**src/rtl/sb_rx_fsm.sv**
```systemverilog
// Sideband RX controller: pattern detect, header/data framing,
// parity check and valid/ack delivery to the message decoder.
module sb_rx_fsm #(
  parameter logic [63:0] PATTERN_WORD  = 64'hAAAA_AAAA_AAAA_AAAA,
  parameter int          PATTERN_COUNT = 2,
  parameter int          DATA_TIMEOUT  = 255
) (
  input  logic        i_clk,
  input  logic        i_rst,
  input  logic        i_word_valid,
  input  logic [63:0] i_word,
  input  logic        i_pattern_mode,
  input  logic        i_msg_ack,
  output logic        o_pattern_detected,
  output logic        o_msg_valid,
  output logic [63:0] o_header,
  output logic [63:0] o_data,
  output logic        o_has_data,
  output logic        o_parity_err,
  output logic        o_overflow,
  output logic        o_timeout,
  output logic        o_busy
);

  localparam int PCW = $clog2(PATTERN_COUNT + 1);
  localparam int TCW = $clog2(DATA_TIMEOUT + 1);

  localparam logic [1:0] S_IDLE = 2'd0;
  localparam logic [1:0] S_PAT  = 2'd1;
  localparam logic [1:0] S_WAIT = 2'd2;
  localparam logic [1:0] S_DLV  = 2'd3;

  localparam logic [4:0] OPC_DATA = 5'b11011;

  logic [1:0]     state_q, state_d;
  logic [PCW-1:0] pat_cnt_q, pat_cnt_d;
  logic [TCW-1:0] to_cnt_q, to_cnt_d;
  logic [63:0]    header_q, header_d;
  logic [63:0]    data_q, data_d;
  logic           has_data_q, has_data_d;
  logic           parity_err_q, parity_err_d;
  logic           msg_valid_q, msg_valid_d;
  logic           overflow_q, overflow_d;
  logic           pat_det_q, pat_det_d;
  logic           timeout_q, timeout_d;
  logic           busy_q, busy_d;

  logic [PCW-1:0] pat_cnt_inc;
  logic           word_is_data;
  logic           cp_bad_word;
  logic           cp_bad_hdr;
  logic           dp_bad_word;

  // Next-state and datapath: one FSM owns every register.
  always_comb begin
    state_d      = state_q;
    pat_cnt_d    = pat_cnt_q;
    to_cnt_d     = to_cnt_q;
    header_d     = header_q;
    data_d       = data_q;
    has_data_d   = has_data_q;
    parity_err_d = parity_err_q;
    msg_valid_d  = msg_valid_q;
    overflow_d   = overflow_q;
    pat_det_d    = 1'b0;
    timeout_d    = 1'b0;

    pat_cnt_inc  = pat_cnt_q + 1'b1;
    word_is_data = (i_word[4:0] == OPC_DATA);
    cp_bad_word  = (^i_word[61:0]) != i_word[62];
    cp_bad_hdr   = (^header_q[61:0]) != header_q[62];
    dp_bad_word  = (^i_word) != header_q[63];

    case (state_q)
      S_IDLE: begin
        if (i_pattern_mode) begin
          state_d   = S_PAT;
          pat_cnt_d = '0;
        end else if (i_word_valid) begin
          header_d = i_word;
          data_d   = '0;
          to_cnt_d = '0;
          if (word_is_data) begin
            state_d = S_WAIT;
          end else begin
            state_d      = S_DLV;
            has_data_d   = 1'b0;
            parity_err_d = cp_bad_word | i_word[63];
            msg_valid_d  = 1'b1;
          end
        end
      end
      S_PAT: begin
        if (!i_pattern_mode) begin
          state_d   = S_IDLE;
          pat_cnt_d = '0;
        end else if (i_word_valid) begin
          if (i_word == PATTERN_WORD) begin
            if (pat_cnt_inc == PCW'(PATTERN_COUNT)) begin
              pat_det_d = 1'b1;
              pat_cnt_d = '0;
            end else begin
              pat_cnt_d = pat_cnt_inc;
            end
          end else begin
            pat_cnt_d = '0;
          end
        end
      end
      S_WAIT: begin
        if (i_word_valid) begin
          data_d       = i_word;
          has_data_d   = 1'b1;
          parity_err_d = cp_bad_hdr | dp_bad_word;
          msg_valid_d  = 1'b1;
          to_cnt_d     = '0;
          state_d      = S_DLV;
        end else if (to_cnt_q == TCW'(DATA_TIMEOUT - 1)) begin
          timeout_d = 1'b1;
          header_d  = '0;
          to_cnt_d  = '0;
          state_d   = S_IDLE;
        end else begin
          to_cnt_d = to_cnt_q + 1'b1;
        end
      end
      S_DLV: begin
        if (i_word_valid) begin
          overflow_d = 1'b1;
        end
        if (i_msg_ack) begin
          msg_valid_d = 1'b0;
          state_d     = S_IDLE;
        end
      end
      default: begin
        state_d = S_IDLE;
      end
    endcase

    busy_d = (state_d != S_IDLE);
  end

  // State and output registers, cleared asynchronously.
  always_ff @(posedge i_clk or posedge i_rst) begin
    if (i_rst) begin
      state_q      <= S_IDLE;
      pat_cnt_q    <= '0;
      to_cnt_q     <= '0;
      header_q     <= '0;
      data_q       <= '0;
      has_data_q   <= 1'b0;
      parity_err_q <= 1'b0;
      msg_valid_q  <= 1'b0;
      overflow_q   <= 1'b0;
      pat_det_q    <= 1'b0;
      timeout_q    <= 1'b0;
      busy_q       <= 1'b0;
    end else begin
      state_q      <= state_d;
      pat_cnt_q    <= pat_cnt_d;
      to_cnt_q     <= to_cnt_d;
      header_q     <= header_d;
      data_q       <= data_d;
      has_data_q   <= has_data_d;
      parity_err_q <= parity_err_d;
      msg_valid_q  <= msg_valid_d;
      overflow_q   <= overflow_d;
      pat_det_q    <= pat_det_d;
      timeout_q    <= timeout_d;
      busy_q       <= busy_d;
    end
  end

  assign o_pattern_detected = pat_det_q;
  assign o_msg_valid        = msg_valid_q;
  assign o_header           = header_q;
  assign o_data             = data_q;
  assign o_has_data         = has_data_q;
  assign o_parity_err       = parity_err_q;
  assign o_overflow         = overflow_q;
  assign o_timeout          = timeout_q;
  assign o_busy             = busy_q;

endmodule

```
**config.mk**
```make
export PLATFORM = sky130hd
export DESIGN_NAME = sb_rx_fsm
export DESIGN_NICKNAME = d
export VERILOG_FILES = /design/src/rtl/sb_rx_fsm.sv
export SDC_FILE = /design/constraint.sdc
export NUM_CORES = 1
export LEC_CHECK = 0
export ABC_AREA = 0
export CAP_MARGIN = 20
export CORE_ASPECT_RATIO = 0.5
export CORE_UTILIZATION = 35
export DETAILED_ROUTE_END_ITERATION = 6
export PLACE_DENSITY_LB_ADDON = 0.3
export SYNTH_ARGS = -nofsm -noshare
export SYNTH_HDL_FRONTEND = slang
export SYNTH_SLANG_ARGS = --single-unit
export TNS_END_PERCENT = 50
```
**constraint.sdc**
```tcl
create_clock -name i_clk -period 13.49 [get_ports i_clk]
set_input_delay 2.698 -clock i_clk [delete_from_list [all_inputs] [get_ports i_clk]]
set_output_delay 2.698 -clock i_clk [all_outputs]
set_load 0.03 [all_outputs]
```
==> impl_metrics.tcl, run 1 <==
set metrics [dict create \
    status "finished, final reports clean" \
    maximum_number_of_pins_on_one_net_before_global_route_repair 78 \
    globalRouteMet1Util_pct 28.0 \
    max-vdd-ir-drop_uv 239 \
    initial_core_utilization_pct 35.8 \
    maxCapViolations 0 \
    grt_total_usage_pct 19.8 \
    timing.critical_path.slowest_cell_delay_ns 0.51 \
    global_route.overflow_total 0 \
    seq_area_mm2 0.00368 \
    cts-resized-gates 0 \
    ys_seq_elements 147 \
    finalSetupViolCount 0 \
    layout-drive-gt1-share_pct 6.77 \
    antenna_cells_inserted 0 \
    ys_dominant_reg_cell "sky130_fd_sc_hd__dfrtp_1" \
    number_of_levels_in_the_clock_h_tree 4 \
    top_usage_layer "met2" \
    ys_seq_area_share_pct 52.8 \
    synth_edf_count 0 \
    netlist_area_mm2 0.00696 \
    numPortBuffers 203 \
    dieWidth_um 201 \
    layout_commonest_cell "sky130_fd_sc_hd__clkdlybuf4s50_1" \
    detail_route.vias_per_cell 5.00 \
    route.detailed.wl_per_inst_um 18.9 \
    holdCritPathClass "register to register" \
    cp_data_required_time_ns 13.85 \
    drt_wl_total_um 19500 \
    design.portCount 204 \
    worstPathMaxFanout 3 \
    synthesis.instances 558 \
    layout.cells.non_filler 1034 \
    final.setup.tns_ns 0 \
    num_vias 5173 \
    total_leakage_power_uw 0.00446 \
    cts_hold_buffers 0 \
    post-place-cells 1002 \
    cts_max_path_buffers 2 \
    hpwl_um 14300 \
    clock_insertion_delay_worst_skew_ns 0.42 \
    gp_routability_congestion 0.801 \
    slew_viol_final 0 \
    startpoint_type "primary input" \
    final_period_minus_worst_setup_slack_ns 4.85 \
    buffers_inserted_by_post_cts_timing_repair 0 \
    worst_path_dominant_cell_family "XOR/XNOR gates" \
    layout.nets 859 \
    drtPass1Iterations 4 \
    power.density_mw_per_mm2 281 \
    global_route_met2_utilization_pct 31.1 \
    floorplan.die_area_mm2 0.0205 \
    slew_headroom_pct 34.7 \
    finalHoldViolCount 0 \
    timing_worst_slew_pin_value_ns 0.979 \
    ys_types 38 \
    ys_async_sr_fraction_pct 100 \
    placement_rows 36 \
    crit_buf_inv 2 \
    grt_pass1_vias 5231 \
    multiInputGateArea_mm2 0.00304 \
    timing_worst_setup_path_type "primary input to register" \
    cp_slowest_cell "sky130_fd_sc_hd__clkdlybuf4s50_1" \
    first_pass_grt_wire_length_um 30900 \
    tritoncts_clock_tree "yes" \
    yosys_warnings 0 \
    clk_pin_slew_worst_paths_ns 0.06 \
    worst_clock_skew_ns 0.00638 \
    coreArea_mm2 0.0195 \
    crit_path_end_kind "register" \
    unrepaired_setup_endpoints_after_global_routing "false" \
    drt_iter0_drc 206 \
    antenna_found_initial 0 \
    flow.area_growth_from_synthesis_pct 42.4 \
    drcViolationCount 0 \
    clock.fmax_ghz 0.206 \
    clock_sink_count 147 \
    ff2ff_setup_slack_ns 10.92 \
    cts.root.buffer_cell "sky130_fd_sc_hd__clkbuf_16" \
    layout.cells.most_common_list "203 x sky130_fd_sc_hd__clkdlybuf4s50_1, 147 x sky130_fd_sc_hd__dfrtp_1, 128 x sky130_fd_sc_hd__a22o_1" \
    postSynthAreaPerCell_um2 12.5 \
    postRouteAntennaNets 0 \
    arrival_ns 5.20 \
    cpMostUsedCell "sky130_fd_sc_hd__xnor2_1" \
    synth_nets 662 \
    nFillCells 1754 \
    die_height_um 102 \
    crit_chain "clkdlybuf4s50_1, inv_1, ha_1, xnor2_1, xnor2_1, xnor2_1, xnor3_1, nor2_1, a21boi_1, o22a_1" \
    fin_crit_sh_pct 35.9 \
    cts_buffer_count 17 \
    met3_usage_pct 4.41 \
]
## cell families (layout without fill, tap and decap cells)
family | after synthesis | in the layout | synth area share, %
AOI/OAI and AO/OA | 160 | 160 | 18.9
xor gates and xnor gates | 84 | 84 | 13.3
adders and majority gates | 35 | 35 | 6.29
buffers and inverters | 68 | 278 | 3.88
DFF | 147 | 147 | 52.8
and+or+nand+nor | 64 | 64 | 4.87
## synth_stat cells (8+ instances only)
master / instances / area share, %
sky130_fd_sc_hd__nand4_1: 8 / 0.72
sky130_fd_sc_hd__dfrtp_1: 147 / 53
sky130_fd_sc_hd__nand3_1: 8 / 0.57
sky130_fd_sc_hd__xnor2_1: 60 / 7.5
sky130_fd_sc_hd__xor2_1: 8 / 1.0
sky130_fd_sc_hd__xnor3_1: 9 / 2.9
sky130_fd_sc_hd__nor3_1: 9 / 0.65
sky130_fd_sc_hd__clkbuf_1: 29 / 1.6
sky130_fd_sc_hd__inv_1: 36 / 1.9
sky130_fd_sc_hd__nor2_1: 9 / 0.49
sky130_fd_sc_hd__nand2_1: 15 / 0.81
sky130_fd_sc_hd__a22o_1: 128 / 16
sky130_fd_sc_hd__ha_1: 35 / 6.3
sky130_fd_sc_hd__o21ai_1: 13 / 0.93
## flip-flops by register name, indices dropped and copies added (netlist names), 2 cells and up
signal and flops:
o_data 64, o_header 64, pat_cnt_q 2, state_q 2, to_cnt_q 8
## worst paths after layout
path | from | end | cells after the start
min reg2reg | pat_cnt_q[1]$_DFFE_PP0P_ | o_pattern_detected$_DFF_PP0_ | 1
min in group asynchronous | i_rst | o_data[46]$_DFFE_PP0P_ | 2
max reg2reg | state_q[0]$_DFF_PP0_ | o_header[12]$_DFFE_PP0P_ | 4
min | pat_cnt_q[1]$_DFFE_PP0P_ | o_pattern_detected$_DFF_PP0_ | 1
max | i_word[2] | o_parity_err$_DFFE_PP0P_ | 10
max in group asynchronous | i_rst | o_header[12]$_DFFE_PP0P_ | 3
## where the power goes
part           switching (µW)  leakage, µW  internal (µW)
combinational             747      0.00223            792
clock                     190     0.000300            328
sequential                128      0.00193            596
## stage by stage
step | hold slack, ns | utilization (%) | area, µm² | worst slack (ns) | power [µW]
finish | 0.447 | 51.0 | 9910 | 8.64 | 2780
floorplan | 0.409 | - | 6960 | 6.84 | 1780
detailed placement | 0.438 | 47.7 | 9270 | 8.17 | 2280
CTS | 0.446 | 51.0 | 9910 | 8.63 | 2810
global placement | 0.426 | 47.7 | 9270 | 8.25 | 2260
global route | 0.472 | 51.0 | 9910 | 8.49 | 2930
## worst register-to-register path: cells and delay by family (launching register included)
kind                   cells  cell delay (ns)
DFF                        1             0.56
and+or+nand+nor            1             0.44
AOI/OAI and AO/OA          2             1.01
buffers and inverters      1             0.51
## routing by layer
layer / part of all wire, % / up-vias
li1: - / 2415
met1: 49 / 2635
met2: 47 / 109
met3: 3.5 / 14
met4: 0.74 / 0
met5: 0 / -
## final cells by class
type                            instances  share of cell area (%)
Timing Repair Buffer                  209                    20.9
Sequential cell                       147                    37.1
Clock buffer                           19                    4.37
Clock inverter                         13                    2.09
Inverter                               37                    1.45
Tap cell                              266                    3.36
Multi-Input combinational cell        343                    30.7
Note: power is estimated with default switching activity, not from simulation.
==> run 2: changes to the inputs <==
clock period = 4.7 ns   (was 13.49 ns; I/O delays follow)
==> run 2 against run 1 <==
Effect of this change:
- power increased to 2.9 times the previous value
- die area unchanged
- cell count about the same
- largest power group unchanged
- largest cell class unchanged
- clock skew increased by 0.0016 ns
- register-to-register slack got worse by 8.8 ns
- critical path depth decreased by 3
==> impl_metrics.tcl, run 2 (same netlist as run 1, synthesis figures left out) <==
set metrics [dict create \
    first_pass_grt_wire_length_um 30300 \
    sequentialPowerShare_pct 25.9 \
    coreArea_mm2 0.0195 \
    internal_power_uw 4910 \
    dpl-instance-area_mm2 0.00929 \
    share_comb_of_total_power_pct 55.7 \
    gp_routability_congestion 0.816 \
    layout.nets 860 \
    final_period_minus_worst_setup_slack_ns 3.03 \
    postRouteAntennaNets 0 \
    place_ws_ns 1.25 \
    timing.hold.worst_endpoint "o_pattern_detected$_DFF_PP0_" \
    antenna_found_initial 0 \
    setup_slack_ns 1.67 \
    drcViolationCount 0 \
    cts-resized-gates 0 \
    tritoncts_clock_tree "yes" \
    num_vias 5182 \
    net-switching-power_uw 3080 \
    worstRegToRegCells 4 \
    initial_core_utilization_pct 35.8 \
    power.density_mw_per_mm2 805 \
    power_frac_clock_pct 18.4 \
    max-vdd-ir-drop_uv 622 \
    multiInputGateArea_mm2 0.00304 \
    seq_area_mm2 0.00368 \
    clock_sink_count 147 \
    worstPathMaxFanout 36 \
    antenna_cells_inserted 0 \
    layout_commonest_cell "sky130_fd_sc_hd__clkdlybuf4s50_1" \
    layout.cells.most_common_list "203 x sky130_fd_sc_hd__clkdlybuf4s50_1, 147 x sky130_fd_sc_hd__dfrtp_1, 128 x sky130_fd_sc_hd__a22o_1" \
    maxCapViolations 0 \
    worst_path_dominant_cell_family "buffers and inverters" \
    finalSetupViolCount 0 \
    maximum_number_of_pins_on_one_net_before_global_route_repair 119 \
    timing.critical_path.slowest_cell_delay_ns 0.71 \
    number_of_levels_in_the_clock_h_tree 4 \
    cts_buffer_count 17 \
    crit_buf_inv 2 \
    arrival_ns 3.33 \
    startpoint_type "primary input" \
    clock.fmax_ghz 0.330 \
    layout-drive-gt1-share_pct 6.89 \
    worst_clock_skew_ns 0.00794 \
    hpwl_um 14100 \
    grt_pass1_vias 5159 \
    timing.rr.end "o_header[59]$_DFFE_PP0P_" \
    worst_r2r_startpoint "state_q[0]$_DFF_PP0_" \
    dieWidth_um 201 \
    floorplan.die_area_mm2 0.0205 \
    global_route.overflow_total 0 \
    drt_iter0_drc 278 \
    drt_wl_total_um 19500 \
    hold_depth 1 \
    grt_total_usage_pct 19.5 \
    final.setup.tns_ns 0 \
    timing_worst_slew_pin_value_ns 0.814 \
    timing_worst_setup_path_type "primary input to register" \
    holdCritPathClass "register to register" \
    ff2ff_setup_slack_ns 2.11 \
    finalHoldViolCount 0 \
    drtPass1Iterations 4 \
    numPortBuffers 203 \
    placement_rows 36 \
    design.portCount 204 \
    unrepaired_setup_endpoints_after_global_routing "false" \
    cts.root.buffer_cell "sky130_fd_sc_hd__clkbuf_16" \
    die_height_um 102 \
    cts_hold_buffers 0 \
    total_leakage_power_uw 0.00447 \
    cp_data_required_time_ns 5.00 \
    crit_path_end_kind "register" \
    route.detailed.wl_per_inst_um 18.8 \
    nFillCells 1709 \
    crit_chain "clkdlybuf4s50_1, nand2b_1, nor2b_1, nor2_1, o21ai_4, buf_4, a22o_1" \
    cp_slowest_cell "sky130_fd_sc_hd__clkdlybuf4s50_1" \
    slew_viol_final 0 \
    power.switching_fraction_pct 38.5 \
    clk_pin_slew_worst_paths_ns 0.06 \
    clock_insertion_delay_worst_skew_ns 0.41 \
    cts_max_path_buffers 2 \
    flow.area_growth_from_synthesis_pct 42.5 \
    fin_crit_sh_pct 64.5 \
    buffers_inserted_by_post_cts_timing_repair 0 \
    detail_route.vias_per_cell 5.01 \
    final_design_area_no_fill_mm2 0.00993 \
    hp-start "pat_cnt_q[1]$_DFFE_PP0P_" \
    status "finished, final reports clean" \
    slew_headroom_pct 45.5 \
]
[run 2: changes by cell type in the layout (fill, tap and decap cells not counted), sizes merged]
cell / before / now
buf: 6 / 7
clkinv: 3 / 1
bufinv: 5 / 4
clkbuf: 19 / 21
inv: 38 / 39
[run 2: worst register-to-register path, stage by stage (launching register included)]
cell	delay (ns)
sky130_fd_sc_hd__dfrtp_1	0.55
sky130_fd_sc_hd__nand2b_1	0.45
sky130_fd_sc_hd__o21ai_4	0.75
sky130_fd_sc_hd__buf_4	0.52
sky130_fd_sc_hd__a22o_1	0.26
[run 2: power groups by stage]
stage          combinational [µW]  sequential (µW)  clock (µW)
4_1_cts                      4480             2070        1500
5_1_grt                      4660             2130        1560
3_5_place_dp                 4460             2080           0
6_report                     4450             2070        1470
3_3_place_gp                 4430             2070           0
2_1_floorplan                2250             2860           0
[run 2: area by class of cell]
class | instances | share of cell area, %
clock inverter | 11 | 1.75
clock buffer | 21 | 4.64
sequential | 147 | 37.1
tap | 266 | 3.35
timing repair buffer | 210 | 21.1
multi-input combinational | 343 | 30.6
inverter | 37 | 1.44
[run 2: per-stage QoR]
| stage | util (%) | power (µW) | hold WS [ns] | cells |
|---|---|---|---|---|
| after floorplan | - | 5110 | 0.409 | 558 |
| after global placement | 47.8 | 6500 | 0.428 | 1003 |
| after detailed placement | 47.8 | 6540 | 0.437 | 1003 |
| after CTS | 51.0 | 8050 | 0.445 | 1035 |
| after global routing | 51.0 | 8350 | 0.475 | 1035 |
| final | 51.0 | 7990 | 0.442 | 1035 |
[run 2: how the worst max path moves through the flow]
stage / to / start / cells past startpoint / slack (ns)
final: o_header[59]$_DFFE_PP0P_ / i_word_valid / 7 / 1.67
after global placement: o_parity_err$_DFFE_PP0P_ / i_word[2] / 10 / 1.25
after CTS: o_header[59]$_DFFE_PP0P_ / i_word_valid / 7 / 1.68
after floorplan: o_busy$_DFF_PP0_ / i_rst / 1 / 1.91
after detailed placement: o_header[59]$_DFFE_PP0P_ / i_word_valid / 7 / 1.25
after global routing: o_header[38]$_DFFE_PP0P_ / i_word_valid / 7 / 1.55
[run 2: per-layer routing]
layer | global-route usage (%) | routed length (µm) | part of all wire, %
met1 | 27.7 | 9440 | 48
met2 | 30.8 | 9140 | 47
met3 | 3.76 | 760 | 3.9
met4 | 4.78 | 140 | 0.72
met5 | 0 | 0 | 0
==> run 3: changes to the inputs <==
clock period = 2.89 ns   (was 4.7 ns; I/O delays follow)
==> run 3 against run 2 <==
Effect of this change:
- register-to-register slack lost 1.6 ns
- via count up 4.2%
- flip-flop and latch count unchanged
- design area rose by 5.3%
- non-clock buffer count increased by 59
- cell count is 5.5% higher
- global-route usage up 1.4 points
- largest power group unchanged
- critical path depth up 4
- combinational power increased by 64%
- power increased by 64%
- largest cell class unchanged
- clock power increased by 61%
- sequential power up 65%
- critical endpoint is now o_parity_err$_DFFE_PP0P_
==> impl_metrics.tcl, run 3 (same netlist as run 1, synthesis figures left out) <==
set metrics [dict create \
    floorplan.die_area_mm2 0.0205 \
    status "finished, final reports clean" \
    clk_pin_slew_worst_paths_ns 0.06 \
    max-vdd-ir-drop_uv 966 \
    multiInputGateArea_mm2 0.00304 \
    maxCapViolations 0 \
    detail_route.vias_per_cell 4.95 \
    number_of_levels_in_the_clock_h_tree 4 \
    initial_core_utilization_pct 35.8 \
    post-layout-total-power_uw 13100 \
    top_usage_layer "met2" \
    internal_power_uw 8060 \
    met3_usage_pct 4.95 \
    ff2ff_setup_slack_ns 0.53 \
    cts-resized-gates 0 \
    seq_area_mm2 0.00368 \
    nFillCells 1689 \
    global_route.overflow_total 0 \
    worstPathMaxFanout 3 \
    antenna_found_initial 0 \
    slew_headroom_pct 64.4 \
    design.portCount 204 \
    cp_data_required_time_ns 3.18 \
    timing_worst_slew_pin_value_ns 0.533 \
    clock_sink_count 147 \
    drt_iter0_drc 186 \
    route.detailed.wl_per_inst_um 19.1 \
    crit_chain "clkdlybuf4s50_1, inv_1, ha_1, xnor2_1, xnor2_1, xnor2_1, buf_4, xnor3_1, o31ai_1, a21oi_1, o22a_1" \
    hpwl_um 15300 \
    timing.critical_path.slowest_cell_delay_ns 0.52 \
    fin_crit_sh_pct 92.8 \
    finalHoldViolCount 0 \
    globalRouteMet1Util_pct 29.1 \
    worst_r2r_startpoint "o_header[19]$_DFFE_PP0P_" \
    clock.fmax_ghz 0.373 \
    startpoint_type "primary input" \
    timing_worst_setup_path_type "primary input to register" \
    worstRegToRegCells 7 \
    numPortBuffers 203 \
    cts.root.buffer_cell "sky130_fd_sc_hd__clkbuf_16" \
    grt_pass1_vias 5557 \
    gp_routability_congestion 0.797 \
    clock_insertion_delay_worst_skew_ns 0.41 \
    coreArea_mm2 0.0195 \
    first_pass_grt_wire_length_um 32100 \
    timing.rr.end "o_parity_err$_DFFE_PP0P_" \
    cts_max_path_buffers 2 \
    buffers_inserted_by_post_cts_timing_repair 0 \
    flow.area_growth_from_synthesis_pct 50.1 \
    net-switching-power_uw 5040 \
    num_vias 5401 \
    final_period_minus_worst_setup_slack_ns 2.68 \
    cpMostUsedCell "sky130_fd_sc_hd__xnor2_1" \
    arrival_ns 2.97 \
    cts_hold_buffers 0 \
    worst_clock_skew_ns 0.00957 \
    grt_total_usage_pct 20.8 \
    die_height_um 102 \
    cts_buffer_count 17 \
    postRouteAntennaNets 0 \
    share_comb_of_total_power_pct 55.9 \
    holdCritPathClass "register to register" \
    unrepaired_setup_endpoints_after_global_routing "false" \
    total_leakage_power_uw 0.00479 \
    dieWidth_um 201 \
    cp_slowest_cell "sky130_fd_sc_hd__clkdlybuf4s50_1" \
    maximum_number_of_pins_on_one_net_before_global_route_repair 65 \
    drcViolationCount 0 \
    worst_setup_path_endpoint "o_parity_err$_DFFE_PP0P_" \
    power.switching_fraction_pct 38.5 \
    global_route_met2_utilization_pct 33.2 \
    drtPass1Iterations 4 \
    placement_rows 36 \
    crit_path_end_kind "register" \
    finalSetupViolCount 0 \
    layout.cells.most_common_list "203 x sky130_fd_sc_hd__clkdlybuf4s50_1, 147 x sky130_fd_sc_hd__dfrtp_1, 128 x sky130_fd_sc_hd__a22o_1" \
    layout.nets 919 \
    slew_viol_final 0 \
    power_frac_clock_pct 18.1 \
    power.density_mw_per_mm2 1250 \
    tritoncts_clock_tree "yes" \
    layout_commonest_cell "sky130_fd_sc_hd__clkdlybuf4s50_1" \
    sequentialPowerShare_pct 26.0 \
    drt_wl_total_um 20800 \
    setup.worst_path.start "i_word[10]" \
    layout-drive-gt1-share_pct 13.2 \
    place_ws_ns -0.208 \
    setup_slack_ns 0.208 \
]
## run 3: final cells by class
| type | count | share of cell area (%) |
|---|---|---|
| sequential | 147 | 35.2 |
| multi-input combinational | 343 | 29.1 |
| timing repair buffer | 269 | 25.2 |
| clock buffer | 19 | 4.14 |
| tap | 266 | 3.18 |
| clock inverter | 10 | 1.77 |
| inverter | 37 | 1.36 |
| antenna | 1 | 0.0239 |
## run 3: power by group through the flow
stage | clock network, µW | registers [µW] | logic, µW
5_1_grt | 2510 | 3500 | 7700
3_5_place_dp | 0 | 3430 | 7390
6_report | 2370 | 3410 | 7320
4_1_cts | 2420 | 3410 | 7410
3_3_place_gp | 0 | 3410 | 7370
2_1_floorplan | 0 | 4660 | 3650
## run 3: layer usage
| metal | vias up | part of all wire, % |
|---|---|---|
| met3 | 6 | 4.8 |
| met1 | 2744 | 47 |
| li1 | 2534 | - |
| met2 | 117 | 47 |
| met5 | - | 0 |
| met4 | 0 | 0.47 |
## run 3: metrics by stage
stage          util, %  hold slack, ns  area (µm²)  setup TNS (ns)  instances
3_5_place_dp      50.5           0.429        9840          -0.208       1062
5_1_grt           53.7           0.470       10500               0       1091
2_1_floorplan        -           0.409        6970               0        558
6_report          53.7           0.443       10500               0       1092
3_3_place_gp      50.5           0.424        9840          -0.224       1062
4_1_cts           53.7           0.439       10500               0       1091
## run 3: how the worst min path moves through the flow
stage,from,to,depth (start not counted)
detailed placement,pat_cnt_q[1]$_DFFE_PP0P_,o_pattern_detected$_DFF_PP0_,1
global placement,pat_cnt_q[1]$_DFFE_PP0P_,o_pattern_detected$_DFF_PP0_,1
global route,pat_cnt_q[1]$_DFFE_PP0P_,o_pattern_detected$_DFF_PP0_,1
finish,pat_cnt_q[1]$_DFFE_PP0P_,o_pattern_detected$_DFF_PP0_,1
floorplan,pat_cnt_q[1]$_DFFE_PP0P_,o_pattern_detected$_DFF_PP0_,1
CTS,pat_cnt_q[1]$_DFFE_PP0P_,o_pattern_detected$_DFF_PP0_,1
## run 3: critical path: cells and delay by family
family | cells | cell delay [ns]
buffers and inverters | 3 | 0.72
adder cells (fa/ha/maj) | 1 | 0.32
XOR/XNOR | 4 | 1.01
AO/OA/AOI/OAI | 3 | 0.36
